===== src/rtl/pc_sequencer.sv =====
// Purpose : program-counter stage; holds PC, selects next PC, boot/run/halt sequencing.
// Latency : new PC visible one clock after the instruction is presented; PC4 is combinational.
// Backpressure: Stall holds PC, state, retired count and Misaligned for that cycle.
//
// Ports:
//   CLK, Reset              clock and asynchronous active-high reset
//   Stall, Halt             hold this cycle / decoded halt at current PC
//   PCSrc, Zero             next-PC select (seq/branch/jump/register), branch qualifier
//   Imm, JumpAddr, RegAddr  branch word offset, jump field, jr target
//   PC, PC4                 current PC and PC+4
//   Running                 high while in RUN
//   InstCount, Misaligned   retired-instruction count, sticky misaligned-jr flag
module pc_sequencer #(
  parameter logic [31:0] RESET_PC = 32'h0000_0000
) (
  input  logic        CLK,
  input  logic        Reset,
  input  logic        Stall,
  input  logic        Halt,
  input  logic [1:0]  PCSrc,
  input  logic        Zero,
  input  logic [31:0] Imm,
  input  logic [25:0] JumpAddr,
  input  logic [31:0] RegAddr,
  output logic [31:0] PC,
  output logic [31:0] PC4,
  output logic        Running,
  output logic [31:0] InstCount,
  output logic        Misaligned
);

  typedef enum logic [1:0] {
    ST_BOOT   = 2'd0,
    ST_RUN    = 2'd1,
    ST_HALTED = 2'd2
  } state_t;

  state_t      state_q, state_d;
  logic [31:0] pc_q, pc_d;
  logic [31:0] cnt_q, cnt_d;
  logic        mis_q, mis_d;
  logic [31:0] target;

  assign PC         = pc_q;
  assign PC4        = pc_q + 32'd4;
  assign InstCount  = cnt_q;
  assign Misaligned = mis_q;
  // Derived straight from the state flop, so it changes only on the
  // BOOT->RUN and RUN->HALTED edges (or asynchronously on reset).
  assign Running    = (state_q == ST_RUN);

  // Next-PC target; all sums wrap modulo 2^32, negative Imm included.
  always_comb begin
    target = PC4;
    case (PCSrc)
      2'b00:   target = PC4;
      2'b01:   target = Zero ? (PC4 + (Imm << 2)) : PC4;
      2'b10:   target = {PC4[31:28], JumpAddr, 2'b00};
      default: target = {RegAddr[31:2], 2'b00};
    endcase
  end

  always_comb begin
    state_d = state_q;
    pc_d    = pc_q;
    cnt_d   = cnt_q;
    mis_d   = mis_q;
    case (state_q)
      // One idle edge after reset: nothing advances, nothing is counted.
      ST_BOOT: state_d = ST_RUN;
      ST_RUN: begin
        if (!Stall) begin
          cnt_d = cnt_q + 32'd1;
          if (Halt) begin
            // Halt instruction retires but the PC stays on it.
            state_d = ST_HALTED;
          end else begin
            pc_d = target;
            if (PCSrc == 2'b11 && RegAddr[1:0] != 2'b00) begin
              mis_d = 1'b1;
            end
          end
        end
      end
      default: begin
        // HALTED is absorbing; only Reset leaves it.
      end
    endcase
  end

  always_ff @(posedge CLK or posedge Reset) begin
    if (Reset) begin
      state_q <= ST_BOOT;
      pc_q    <= RESET_PC;
      cnt_q   <= 32'd0;
      mis_q   <= 1'b0;
    end else begin
      state_q <= state_d;
      pc_q    <= pc_d;
      cnt_q   <= cnt_d;
      mis_q   <= mis_d;
    end
  end

endmodule


===== config.mk =====
export PLATFORM = sky130hd
export DESIGN_NAME = pc_sequencer
export DESIGN_NICKNAME = d
export VERILOG_FILES = /design/src/rtl/pc_sequencer.sv
export SDC_FILE = /design/constraint.sdc
export NUM_CORES = 1
export LEC_CHECK = 0
export CORE_MARGIN = 3
export CORE_UTILIZATION = 47
export DETAILED_ROUTE_END_ITERATION = 10
export PLACE_DENSITY = 0.82
export SETUP_SLACK_MARGIN = 0.1
export SYNTH_ARGS = -nofsm -noshare
export SYNTH_HDL_FRONTEND = slang
export SYNTH_SLANG_ARGS = --single-unit

===== constraint.sdc =====
create_clock -name CLK -period 3.99 [get_ports CLK]
set_input_delay 0.9975 -clock CLK [delete_from_list [all_inputs] [get_ports CLK]]
set_output_delay 0.9975 -clock CLK [all_outputs]
set_load 0.02 [all_outputs]

==> impl_metrics.yaml, run 1 <==
placement:
  placedCellCount: 1082
  place_hpwl_um: 15600
  gp_congestion: 0.965
  dpl_worst_slack_ns: 0.107
  port_buffers: 188
  place_area_sq_um: 8180
yosys:
  yosysUniqueCellTypes: 73
  synth_seq_area_share_pct: 27.5
  syn_inst: 718
  synth_top_flop_cell: "dfrtp_1"
  synth_edf_count: 0
  async_flop_share_pct: 100
  ys.warnings.count: 0
  avgSynthCellArea_sq_um: 8.25
  synth_area_sq_um: 5920
  synth_seq_cells: 65
power:
  ir_drop_v: 0.000495
  combPwrFrac_pct: 65.4
  power.density_nw_per_um2: 651
  pwr-share-seq_pct: 20.1
  switchingPower_mw: 2.63
  p_clk_share_pct: 14.5
  finalPower_mw: 5.61
  p_leak_nw: 3.66
  p_int_mw: 2.98
  netSwitchingFraction_pct: 46.9
timing:
  setup_violations: 0
  worst_pin_slew_ns: 0.880
  whs_ns: 0.470
  setup-tns-final_ns: 0
  slew_viol_final: 0
  rsz0062_at_grt: "yes"
  layout_setup_ws_ns: 0.135
  fin_crit_ns: 3.85
  fmax_mhz: 259
  clock_skew_ns: 0.00688
  hold_viol: 0
  slew_headroom_pct: 41.3
  period_share_pct: 96.6
final_layout:
  final_cells: 1106
  num-nets-final: 1067
  drive_above_1_share_pct: 11.5
  multi_input_area_sq_um: 4210
  area_growth_pct: 45.6
  post-route-util_pct: 70.9
  final_cell_mix: "182 x clkdlybuf4s50_1, 82 x nand2_1, 60 x dfrtp_1"
  diodes: 0
  nFillCells: 949
  stdcell_area_sq_um: 8620
  regArea_sq_um: 1630
  final_common_cell: "clkdlybuf4s50_1"
setup_path:
  reg2reg_depth: 13
  slowest_delay_ns: 0.49
  regToRegSetupSlack_ns: 0.14
  r2r_start: "PC[8]"
  cp-end-kind: "flop"
  critPathTopFamily: "simple AND/OR/NAND/NOR gates"
  crit_buf_inv: 1
  cp-endpoint: "PC[30]"
  slowest_stage: "or4_1"
  cp_max_fo: 7
  path_depth: 13
  cp-startpoint: "PC[8]"
  crit_required_ns: 4.26
  cp-start-kind: "flop"
  r2r-end: "PC[30]"
  crit_type: "reg2reg"
  worstPathCellList: "nand4_1 > buf_4 > or3_1 > nor2_1 > xor2_1 > ha_2 > a21o_1 > a31oi_2 > nor3_1 > a21oi_1 > a21oi_1 > or4_1 > nand3_1"
  critPathMostFrequentCell: "a21oi_1"
  arrival_ns: 4.13
die:
  die_h_um: 118
  die_area_sq_um: 14000
  die_w_um: 118
  row_count: 40
  start_util_pct: 48.7
  io_pins: 195
  core_area_sq_um: 12200
detailed_routing:
  drtIter0Drc: 685
  drt-wirelength-per-cell_um: 18.8
  drc_errors: 0
  firstDrtPassIters: 5
  viasPerCell: 5.90
  vias: 6527
  ant_nets: 0
  wirelength_um: 20800
clock_tree:
  cts_buffers: 9
  cts.clk_slew.worst_paths_ns: 0.06
  clock_path_buffers: 2
  cts-root-buf: "clkbuf_16"
  cts_max_level: 3
  clk_latency_ns: 0.34
  cts_tree: "done"
  cts_sinks: 65
grt:
  grt_max_degree: 66
  track_usage_pct: 28.2
  grt_antenna_before_repair: 0
  grt_pass1_vias: 6107
  grt_pass1_wl_um: 32000
  grt-ovfl-total: 0
min_path:
  hold_class: "reg2reg"
flow_run:
  max-cap-violations: 0
status:
  status: "finished, final reports clean"
==> cell usage after synthesis, types with 10 or more instances <==
| master | instances | share of area, % |
|---|---|---|
| xnor2_1 | 47 | 6.9 |
| nor3_1 | 20 | 1.7 |
| a21oi_1 | 49 | 4.1 |
| a21o_1 | 11 | 1.4 |
| nor2_1 | 51 | 3.2 |
| nand4_1 | 20 | 2.1 |
| ha_1 | 36 | 7.6 |
| dfrtp_1 | 65 | 27 |
| xor2_1 | 24 | 3.5 |
| mux2_2 | 10 | 1.9 |
| nand3_1 | 36 | 3.0 |
| and3_1 | 13 | 1.4 |
| clkbuf_1 | 23 | 1.5 |
| mux2i_1 | 16 | 2.7 |
| o21ai_0 | 42 | 3.5 |
| nand2_1 | 82 | 5.2 |
| o31ai_1 | 14 | 1.8 |
| inv_1 | 19 | 1.2 |
==> state kept, by name, summed over array words and instances, names as in the netlist <==
name,cells
Misaligned,1
PC,30
InstCount,32
state_q,2
==> area by class of cell <==
cell class,count,share of cell area [%]
Multi-Input combinational cell,606,48.8
Tap cell,168,2.44
Sequential cell,65,18.9
Timing Repair Buffer,232,25.6
Clock buffer,10,2.65
Inverter,19,0.827
Clock inverter,6,0.783
==> how the worst min path moves through the flow <==
stage | end | startpoint | cells past startpoint | slack, ns
6_report | InstCount[31] | InstCount[31] | 1 | 0.47
4_1_cts | InstCount[31] | InstCount[31] | 1 | 0.47
3_3_place_gp | InstCount[31] | InstCount[31] | 1 | 0.46
2_1_floorplan | state_q[1] | state_q[1] | 1 | 0.51
5_1_grt | InstCount[31] | InstCount[31] | 1 | 0.51
3_5_place_dp | InstCount[31] | InstCount[31] | 1 | 0.46
==> power groups by stage <==
stage / registers (mW) / clock network [mW] / logic (mW)
after floorplan: 1.29 / 0 / 1.93
after global placement: 1.12 / 0 / 3.46
after detailed placement: 1.13 / 0 / 3.50
after CTS: 1.12 / 0.816 / 3.53
after global routing: 1.16 / 0.835 / 3.95
final: 1.13 / 0.815 / 3.67
==> logic make-up (layout without fill, tap and decap cells) <==
| kind of cell | count (synthesis) | after routing | share of synthesized area (%) |
|---|---|---|---|
| simple gates | 272 | 272 | 23.7 |
| compound gates | 195 | 195 | 21.8 |
| xor+xnor | 72 | 72 | 10.9 |
| flops | 65 | 65 | 27.5 |
| buf+inv | 50 | 267 | 3.57 |
| fa+ha+maj | 37 | 37 | 7.94 |
| mux | 26 | 26 | 4.60 |
| other cells | 1 | 4 | 0.0633 |
==> what timing repair did <==
action,CTS,global route
buffers inserted,3,5
pin swaps,2,5
cloned,0,0
resized for setup,9,17
endpoints found under the setup margin,7,17
hold buffers,0,0
==> layer usage <==
| metal | routed length (um) | global-route usage (%) | vias up |
|---|---|---|---|
| met5 | 0 | 0 | - |
| met3 | 1600 | 4.31 | 48 |
| met1 | 8740 | 37.2 | 3081 |
| met2 | 9800 | 46.3 | 310 |
| li1 | - | - | 3088 |
| met4 | 637 | 11.3 | 0 |
No activity file was read; power rests on OpenSTA's default activity.
==> inputs of run 2 (changes only) <==
--- a/config.mk
+++ b/config.mk
@@ -9,6 +9,7 @@
 export CORE_UTILIZATION = 47
 export DETAILED_ROUTE_END_ITERATION = 10
 export PLACE_DENSITY = 0.82
+export REMOVE_ABC_BUFFERS = 1
 export SETUP_SLACK_MARGIN = 0.1
 export SYNTH_ARGS = -nofsm -noshare
 export SYNTH_HDL_FRONTEND = slang
==> run 2 against run 1 <==
Compared with the run above: via count is the same; sequential share of layout area shrank 0.18 points; highest routed layer unchanged; fmax grew 1.5%; first-iteration DRC count shrank 21%; combinational power is essentially flat.
==> impl_metrics.yaml, run 2 (synthesis results as in run 1) <==
status:
  status: "finished, final reports clean"
detailed_routing:
  viasPerCell: 5.86
  firstDrtPassIters: 5
  wirelength_um: 20600
  highest_layer: "met4"
  wl_met3_um: 1930
  vias: 6527
  ant_nets: 0
  wirelength_met1_um: 8830
  met2WireLength_um: 9410
  drt-wirelength-per-cell_um: 18.6
  drc_errors: 0
  drtIter0Drc: 541
power:
  pwr-share-seq_pct: 19.5
  p_leak_nw: 3.73
  power.density_nw_per_um2: 654
  p_int_mw: 3.07
  switchingPower_mw: 2.60
  p_clk_share_pct: 15.8
  netSwitchingFraction_pct: 45.9
  combPwrFrac_pct: 64.7
  ir_drop_v: 0.000440
timing:
  slew_headroom_pct: 34.7
  hold_viol: 0
  fin_crit_ns: 3.80
  period_share_pct: 95.2
  setup_violations: 0
  worst_pin_slew_ns: 0.978
  rsz0062_at_grt: "yes"
  clock_skew_ns: 0.00549
  slew_viol_final: 0
  fmax_mhz: 263
  setup-tns-final_ns: 0
die:
  start_util_pct: 48.7
  die_area_sq_um: 14000
  row_count: 40
  core_area_sq_um: 12200
  die_w_um: 118
  io_pins: 195
  die_h_um: 118
setup_path:
  cp_max_fo: 6
  regToRegSetupSlack_ns: 0.28
  cp-end-kind: "output port"
  cp-start-kind: "flop"
  crit_required_ns: 2.99
  crit_type: "reg2out"
  reg2reg_depth: 14
  arrival_ns: 2.80
grt:
  grt_pass1_wl_um: 32900
  track_usage_pct: 28.8
  grt_antenna_before_repair: 0
  grt_max_degree: 51
  grt_pass1_vias: 6298
  grt-ovfl-total: 0
final_layout:
  final_cell_mix: "183 x clkdlybuf4s50_1, 82 x nand2_1, 65 x dfrtp_1"
  area_growth_pct: 46.4
  diodes: 0
  nFillCells: 954
  post-route-util_pct: 71.3
  num-nets-final: 1074
  largest_reg_flops: 32
  final_common_cell: "clkdlybuf4s50_1"
  multi_input_area_sq_um: 4170
  regArea_sq_um: 1630
  drive_above_1_share_pct: 11.2
clock_tree:
  cts-root-buf: "clkbuf_16"
  clk_latency_ns: 0.34
  cts_max_level: 3
  cts_sinks: 65
  clock_path_buffers: 2
  cts_tree: "done"
  cts.clk_slew.worst_paths_ns: 0.06
  cts_buffers: 9
placement:
  port_buffers: 188
  place_hpwl_um: 15900
  gp_congestion: 0.979
min_path:
  min_path_cells: 1
  hold_class: "reg2reg"
flow_run:
  max-cap-violations: 0
## run 2: worst max-delay path: stages, from the launching register on
cell and delay (ns):
dfrtp_1 0.44, nand3_1 0.31, nor3_1 0.34, buf_4 0.20, nand4_1 0.22, xnor2_2 0.27, clkdlybuf4s50_1 0.67
## run 2: layer usage
layer,vias to the layer above,GRT usage (%)
li1,3094,-
met1,3099,40.3
met2,295,44.3
met3,39,5.50
met4,0,10.6
met5,-,0
## run 2: what timing repair did
action	4_1_cts	5_1_grt
pin swaps	1	2
buffers inserted	2	0
resized for setup	4	17
gates cloned	0	0
setup endpoints to repair	5	19
hold buffers	0	0
## run 2: layout make-up
class                      count  area share (%)
inverter                      19           0.822
timing repair buffer         239            26.1
clock buffer                  10            2.76
tap                          168            2.42
multi-input combinational    606            48.1
clock inverter                 6            1.02
sequential                    65            18.8
## run 2: power by group through the flow
stage | registers (mW) | clock network [mW] | logic, mW
3_3_place_gp | 1.09 | 0 | 3.53
5_1_grt | 1.14 | 0.927 | 3.96
3_5_place_dp | 1.10 | 0 | 3.57
6_report | 1.11 | 0.894 | 3.67
2_1_floorplan | 1.28 | 0 | 1.90
4_1_cts | 1.09 | 0.898 | 3.60
## run 2: final timing paths
check	from	endpoint
setup / recovery	PC[4]	PC4[27]
hold / removal	Misaligned	Misaligned
setup reg to reg	PC[5]	PC[30]
hold reg to reg	Misaligned	Misaligned
max in group asynchronous	Reset	PC[21]
min in group asynchronous	Reset	InstCount[15]
## run 2: metrics by stage
stage	worst slack, ns	std cells	hold WS (ns)	power [mW]	cell area (sq um)
finish	0.191	1113	0.482	5.67	8670
global route	0.0867	1113	0.490	6.02	8670
CTS	0.116	1113	0.483	5.59	8610
detailed placement	0.105	1095	0.464	4.66	8250
global placement	0.229	1095	0.464	4.62	8250
floorplan	-0.0648	690	0.510	3.18	5800
